==> src/rtl/fft_bfly_scheduler_pkg.sv <==
// Shared FFT types: scheduler state encoding, default transform size and the complex sample type.
package fft_bfly_scheduler_pkg;

  localparam int unsigned FftNDefault     = 512;
  localparam int unsigned FftLog2NDefault = $clog2(FftNDefault);
  // Wide enough for the largest permitted in-flight limit (15).
  localparam int unsigned OutCntW         = 4;

  typedef enum logic [1:0] {
    StIdle,
    StIssue,
    StDrain,
    StDone
  } bfly_state_e;

  typedef struct packed {
    logic signed [15:0] re;
    logic signed [15:0] im;
  } cplx16_t;

endpackage

==> src/rtl/fft_addr_gen.sv <==
// Radix-2 DIT operand/twiddle address generator for butterfly j of a given stage.
module fft_addr_gen #(
  parameter int unsigned LOG2N = 9
) (
  input  logic [LOG2N-1:0] stage,
  input  logic [LOG2N-2:0] j,
  output logic [LOG2N-1:0] addr_a,
  output logic [LOG2N-1:0] addr_b,
  output logic [LOG2N-2:0] tw_idx
);

  localparam logic [LOG2N-1:0] TopStage = LOG2N[LOG2N-1:0] - 1'b1;

  logic [LOG2N-1:0] j_ext;
  logic [LOG2N-1:0] half;
  logic [LOG2N-1:0] pos;
  logic [LOG2N-1:0] tw_full;

  always_comb begin
    j_ext   = {1'b0, j};
    half    = {{(LOG2N-1){1'b0}}, 1'b1} << stage;
    pos     = j_ext & (half - 1'b1);
    // (j >> s) * 2 * half leaves bit s clear, so adding half is an OR.
    addr_a  = ((j_ext >> stage) << (stage + 1'b1)) | pos;
    addr_b  = addr_a | half;
    tw_full = pos << (TopStage - stage);
    tw_idx  = tw_full[LOG2N-2:0];
  end

endmodule

==> src/rtl/fft_bfly_scheduler.sv <==
// Stage-by-stage butterfly issue sequencer with an in-flight limit and a per-stage write-back barrier.
module fft_bfly_scheduler
  import fft_bfly_scheduler_pkg::*;
#(
  parameter int unsigned N_POINTS        = FftNDefault,
  parameter int unsigned LOG2N           = $clog2(N_POINTS),
  parameter int unsigned MAX_OUTSTANDING = 4
) (
  input  logic             clk,
  input  logic             rst,
  input  logic             start,
  output logic             busy,
  output logic             done,
  output logic             bfly_valid,
  input  logic             bfly_ready,
  output logic [LOG2N-1:0] addr_a,
  output logic [LOG2N-1:0] addr_b,
  output logic [LOG2N-2:0] tw_idx,
  output logic [LOG2N-1:0] stage,
  input  logic             wb_valid,
  output logic             err
);

  localparam int unsigned        JW        = LOG2N - 1;
  localparam logic [JW-1:0]      JLast     = JW'(N_POINTS / 2 - 1);
  localparam logic [LOG2N-1:0]   StageLast = LOG2N'(LOG2N - 1);
  localparam logic [OutCntW-1:0] MaxOut    = OutCntW'(MAX_OUTSTANDING);

  bfly_state_e        state_q, state_d;
  logic [JW-1:0]      j_q, j_d;
  logic [LOG2N-1:0]   stage_q, stage_d;
  logic [OutCntW-1:0] out_q, out_d;
  logic               err_q, err_d;

  logic               issue_hs;
  logic [LOG2N-1:0]   gen_a, gen_b;
  logic [LOG2N-2:0]   gen_tw;

  fft_addr_gen #(
    .LOG2N (LOG2N)
  ) u_addr_gen (
    .stage  (stage_q),
    .j      (j_q),
    .addr_a (gen_a),
    .addr_b (gen_b),
    .tw_idx (gen_tw)
  );

  always_ff @(posedge clk or posedge rst) begin
    if (rst) begin
      state_q <= StIdle;
      j_q     <= '0;
      stage_q <= '0;
      out_q   <= '0;
      err_q   <= 1'b0;
    end else begin
      state_q <= state_d;
      j_q     <= j_d;
      stage_q <= stage_d;
      out_q   <= out_d;
      err_q   <= err_d;
    end
  end

  always_comb begin
    // A write-back in the same cycle frees a slot, so the limit may be released combinationally.
    bfly_valid = (state_q == StIssue) && ((out_q < MaxOut) || wb_valid);
    issue_hs   = bfly_valid && bfly_ready;

    out_d = out_q;
    err_d = err_q;
    case ({issue_hs, wb_valid})
      2'b10: out_d = out_q + 1'b1;
      2'b01: begin
        if (out_q == '0) begin
          err_d = 1'b1;
        end else begin
          out_d = out_q - 1'b1;
        end
      end
      default: ;
    endcase

    state_d = state_q;
    j_d     = j_q;
    stage_d = stage_q;
    case (state_q)
      StIdle: begin
        if (start) begin
          state_d = StIssue;
          j_d     = '0;
          stage_d = '0;
        end
      end
      StIssue: begin
        if (issue_hs) begin
          if (j_q == JLast) begin
            j_d     = '0;
            state_d = StDrain;
          end else begin
            j_d = j_q + 1'b1;
          end
        end
      end
      StDrain: begin
        // Barrier: leave only once the last write-back of this stage has landed.
        if (out_d == '0) begin
          if (stage_q == StageLast) begin
            state_d = StDone;
          end else begin
            stage_d = stage_q + 1'b1;
            state_d = StIssue;
          end
        end
      end
      StDone: begin
        state_d = StIdle;
        stage_d = '0;
      end
      default: state_d = StIdle;
    endcase
  end

  always_comb begin
    busy   = (state_q != StIdle);
    done   = (state_q == StDone);
    stage  = stage_q;
    err    = err_q;
    addr_a = (state_q == StIssue) ? gen_a  : '0;
    addr_b = (state_q == StIssue) ? gen_b  : '0;
    tw_idx = (state_q == StIssue) ? gen_tw : '0;
  end

endmodule

==> config.mk <==
export PLATFORM = sky130hd
export DESIGN_NAME = fft_bfly_scheduler
export DESIGN_NICKNAME = d
export VERILOG_FILES = /design/src/rtl/fft_bfly_scheduler_pkg.sv /design/src/rtl/fft_addr_gen.sv /design/src/rtl/fft_bfly_scheduler.sv
export SDC_FILE = /design/constraint.sdc
export NUM_CORES = 1
export LEC_CHECK = 0
export ABC_AREA = 0
export CAP_MARGIN = 20
export CORE_UTILIZATION = 50
export DETAILED_ROUTE_END_ITERATION = 12
export PLACE_DENSITY_LB_ADDON = 0.12
export SKIP_LAST_GASP = 1
export SYNTH_ARGS = -nofsm -noshare
export SYNTH_HDL_FRONTEND = slang
export SYNTH_HIERARCHICAL = 1
export SYNTH_SLANG_ARGS = --single-unit
==> constraint.sdc <==
create_clock -name clk -period 4.7 [get_ports clk]
set_input_delay 0.94 -clock clk [delete_from_list [all_inputs] [get_ports clk]]
set_output_delay 0.94 -clock clk [all_outputs]
set_load 0.005 [all_outputs]
==> reports/summary.txt <==
Status: completed
DRC viols: 0
Post-synthesis cell area: 3270 um2
Clk slew on worst S/H paths: 90 ps
Most frequent cell on the critical path: nand2_1
Total power: 0.00118 W
CTS tree: done
Most numerous cell in the Yosys netlist: nand2_1
Pwr dens: 301 nW/um2
Setup Viol. Count Final: 0
Share of layout cells above drive strength 1: 12.1%
Gr usage total: 28.7%
Post-synth net total: 475
IO Port Bufs: 43
Number of max-cap violations: 0
Vias in the first global route: 3412
Commonest cells in the netlist: nand2_1, o21ai_0, and2_1
Post-synth top flop: dfrtp_1
Hpwl dp: 7.20 mm
Crit Path Class: reg -> out
Relative slew slack: 46.3%
Max stage delay on crit path: 630 ps
Via density: 6.67
Post-synthesis sequential area ratio: 18.3%
Die height: 82.9 um
H-tree Lvls: 1
Max-slew violations: 0
Slowest stage cell, crit path: or4_4
Hold/Removal Path Class: reg -> reg
Die Width: 82.9 um
Via count: 3829
P&R area growth vs syn: 20.0%
Antenna violations before repair: 0
Clk_lat worst skew: 270 ps
LEAKAGE: 1.48 nW
Critical Path End Type: output pin
Die area: 6870 um2
IO Count: 44
Final core utilization: 61.9%
Reg area: 602 um2
Placed insts: 566
Clock buffer depth: 2
CP Launch Type: flop
Required time worst endpoint: 3760 ps
Post-synthesis register bit count: 24
Async S/R FF share, synth: 100%
Non-Filler Instances: 574
Mapped Avg Cell Area: 7.12 um2
DRT antenna net count: 0
CTS Hold Buffers Added: 0
Slew of the pin with the lowest slew margin: 797 ps
Hold Fails Final Rpt: 0
# nets final: 513
Largest net degree at the start of global routing: 48
Peak Freq: 225 MHz
Yosys top cell by area: dfrtp_1
Synth warn: 6
Worst-path maximum fanout: 10
Total clock buffers created by CTS: 3
Pre-antenna DRT Iters: 5
Initial Util: 51.5%
GP Congestion: 0.935
Layout filler cell count: 589
Area of the multi-input gates: 2470 um2
First-pass GRT wire length: 16.6 mm
Core ar.: 6350 um2
Synth unique cells: 76
Fin Clk Skew: 2.58 ps
Initial DRC count: 494
Worst vdd ir: 376 uV
Cell Chain, Critical Path: or4_4 > nor2_2 > nand2_1 > ha_2 > nor2b_2 > mux2i_1 > nand2_1 > o21ai_0 > or2_2 > a21oi_1 > and2_1 > clkdlybuf4s50_1
Worst path arrival time: 3500 ps
Gate Count Post-Synth: 460
Main area contributors after synthesis: dfrtp_1, o21ai_0, and2_1, nand2_1, a21oi_1
FP Rows: 29
Share of the synthesized area in the top cell type: 18.3%
Diodes inserted: 0
CTS Sinks: 24
Min Clock Period, post-route: 4440 ps
Routed WL: 10.1 mm
Routed WL per cell: 17.6 um
EDFF count, synth: 0
Tcrit/Tclk final: 94.5%
Gr ovfl total: 0
Clk root buf: clkbuf_8
worst max-delay path, delay by kind of cell, from the launching register on:
family                     cells  cell delay, ps
buffers and inverters          1             490
DFF                            1             480
AOI/OAI and AO/OA              2             220
adders and majority gates      1             290
and+or+nand+nor                7            1600
muxes                          1             150
cells in the final DEF, fill, tap and decap left out, types with 6 or more instances in the layout:
| cell | instances |
|---|---|
| dfrtp_1 | 23 |
| clkdlybuf4s50_1 | 43 |
| and2_1 | 31 |
| nand4_1 | 13 |
| nand3_1 | 23 |
| o21ai_0 | 39 |
| nand2_1 | 45 |
| or2_2 | 6 |
| o211ai_1 | 6 |
| a21oi_1 | 26 |
| nor2b_1 | 12 |
| nand2b_1 | 11 |
| nor4_1 | 7 |
| inv_1 | 15 |
| or3_1 | 6 |
| nor2_1 | 25 |
| o22ai_1 | 6 |
| ha_1 | 9 |
| nor3_1 | 14 |
| mux2i_1 | 11 |
| buf_4 | 22 |
| xor2_1 | 6 |
cell families after synthesis:
| kind of cell | count (synthesis) | synth area share (%) |
|---|---|---|
| xor+xnor | 8 | 2.14 |
| flops | 24 | 18.3 |
| fa+ha+maj | 10 | 3.82 |
| buf+inv | 50 | 6.31 |
| mux | 15 | 5.08 |
| simple gates | 217 | 36.2 |
| compound gates | 136 | 28.1 |
cell type report:
class / instances / area share [%]
Clock buffer: 3 / 1.05
Clock inverter: 1 / 0.765
Inverter: 17 / 1.62
Multi-Input combinational cell: 386 / 62.9
Sequential cell: 24 / 15.3
Tap cell: 77 / 2.45
Timing Repair Buffer: 66 / 15.9
timing repair:
action                                 4_1_cts  5_1_grt
endpoints found under the hold margin        0        0
setup endpoints to repair                    0        5
gates resized for setup                      0        3
setup buffers                                0        3
report_power, final:
part / total (W) / internal [W] / leakage [nW] / switching (W)
logic: 0.000630 / 0.000309 / 1.14 / 0.000321
registers: 0.000366 / 0.000246 / 0.305 / 0.000120
clock network: 0.000186 / 0.000114 / 0.0357 / 0.0000719
total: 0.00118 / 0.000670 / 1.48 / 0.000513
stage by stage:
step / setup slack (ps) / instance area, um2 / TNS [ps] / hold slack [ps]
2_1_floorplan: 947 / 3270 / 0 / 466
3_3_place_gp: 538 / 3800 / 0 / 457
3_5_place_dp: 438 / 3800 / 0 / 467
4_1_cts: 149 / 3870 / 0 / 489
5_1_grt: -5.13 / 3930 / -5.13 / 523
6_report: 257 / 3930 / 0 / 482
routing by layer:
layer / wire (um) / vias to the layer above / global-route usage [%]
met5: 0 / - / 0
met4: 320 / 0 / 10.3
met3: 771 / 35 / 3.28
li1: - / 1778 / -
met1: 4420 / 1804 / 39.4
met2: 4610 / 212 / 46.5
flip-flops by register name, summed over array words and instances, names as in the netlist:
name	flops
out_q	4
err	1
stage	9
j_q	8
state_q	2
final timing paths:
| path | start | end | slack, ps | depth (start not counted) |
|---|---|---|---|---|
| setup / recovery | stage[5] | tw_idx[7] | 260 | 12 |
| hold / removal | err | err | 480 | 1 |
| setup reg to reg | state_q[0] | stage[8] | 1250 | 12 |
| hold reg to reg | err | err | 480 | 1 |
| max in group asynchronous | rst | stage[5] | 3380 | 3 |
| min in group asynchronous | rst | j_q[1] | 910 | 2 |
Note: power is estimated with default switching activity, not from simulation.
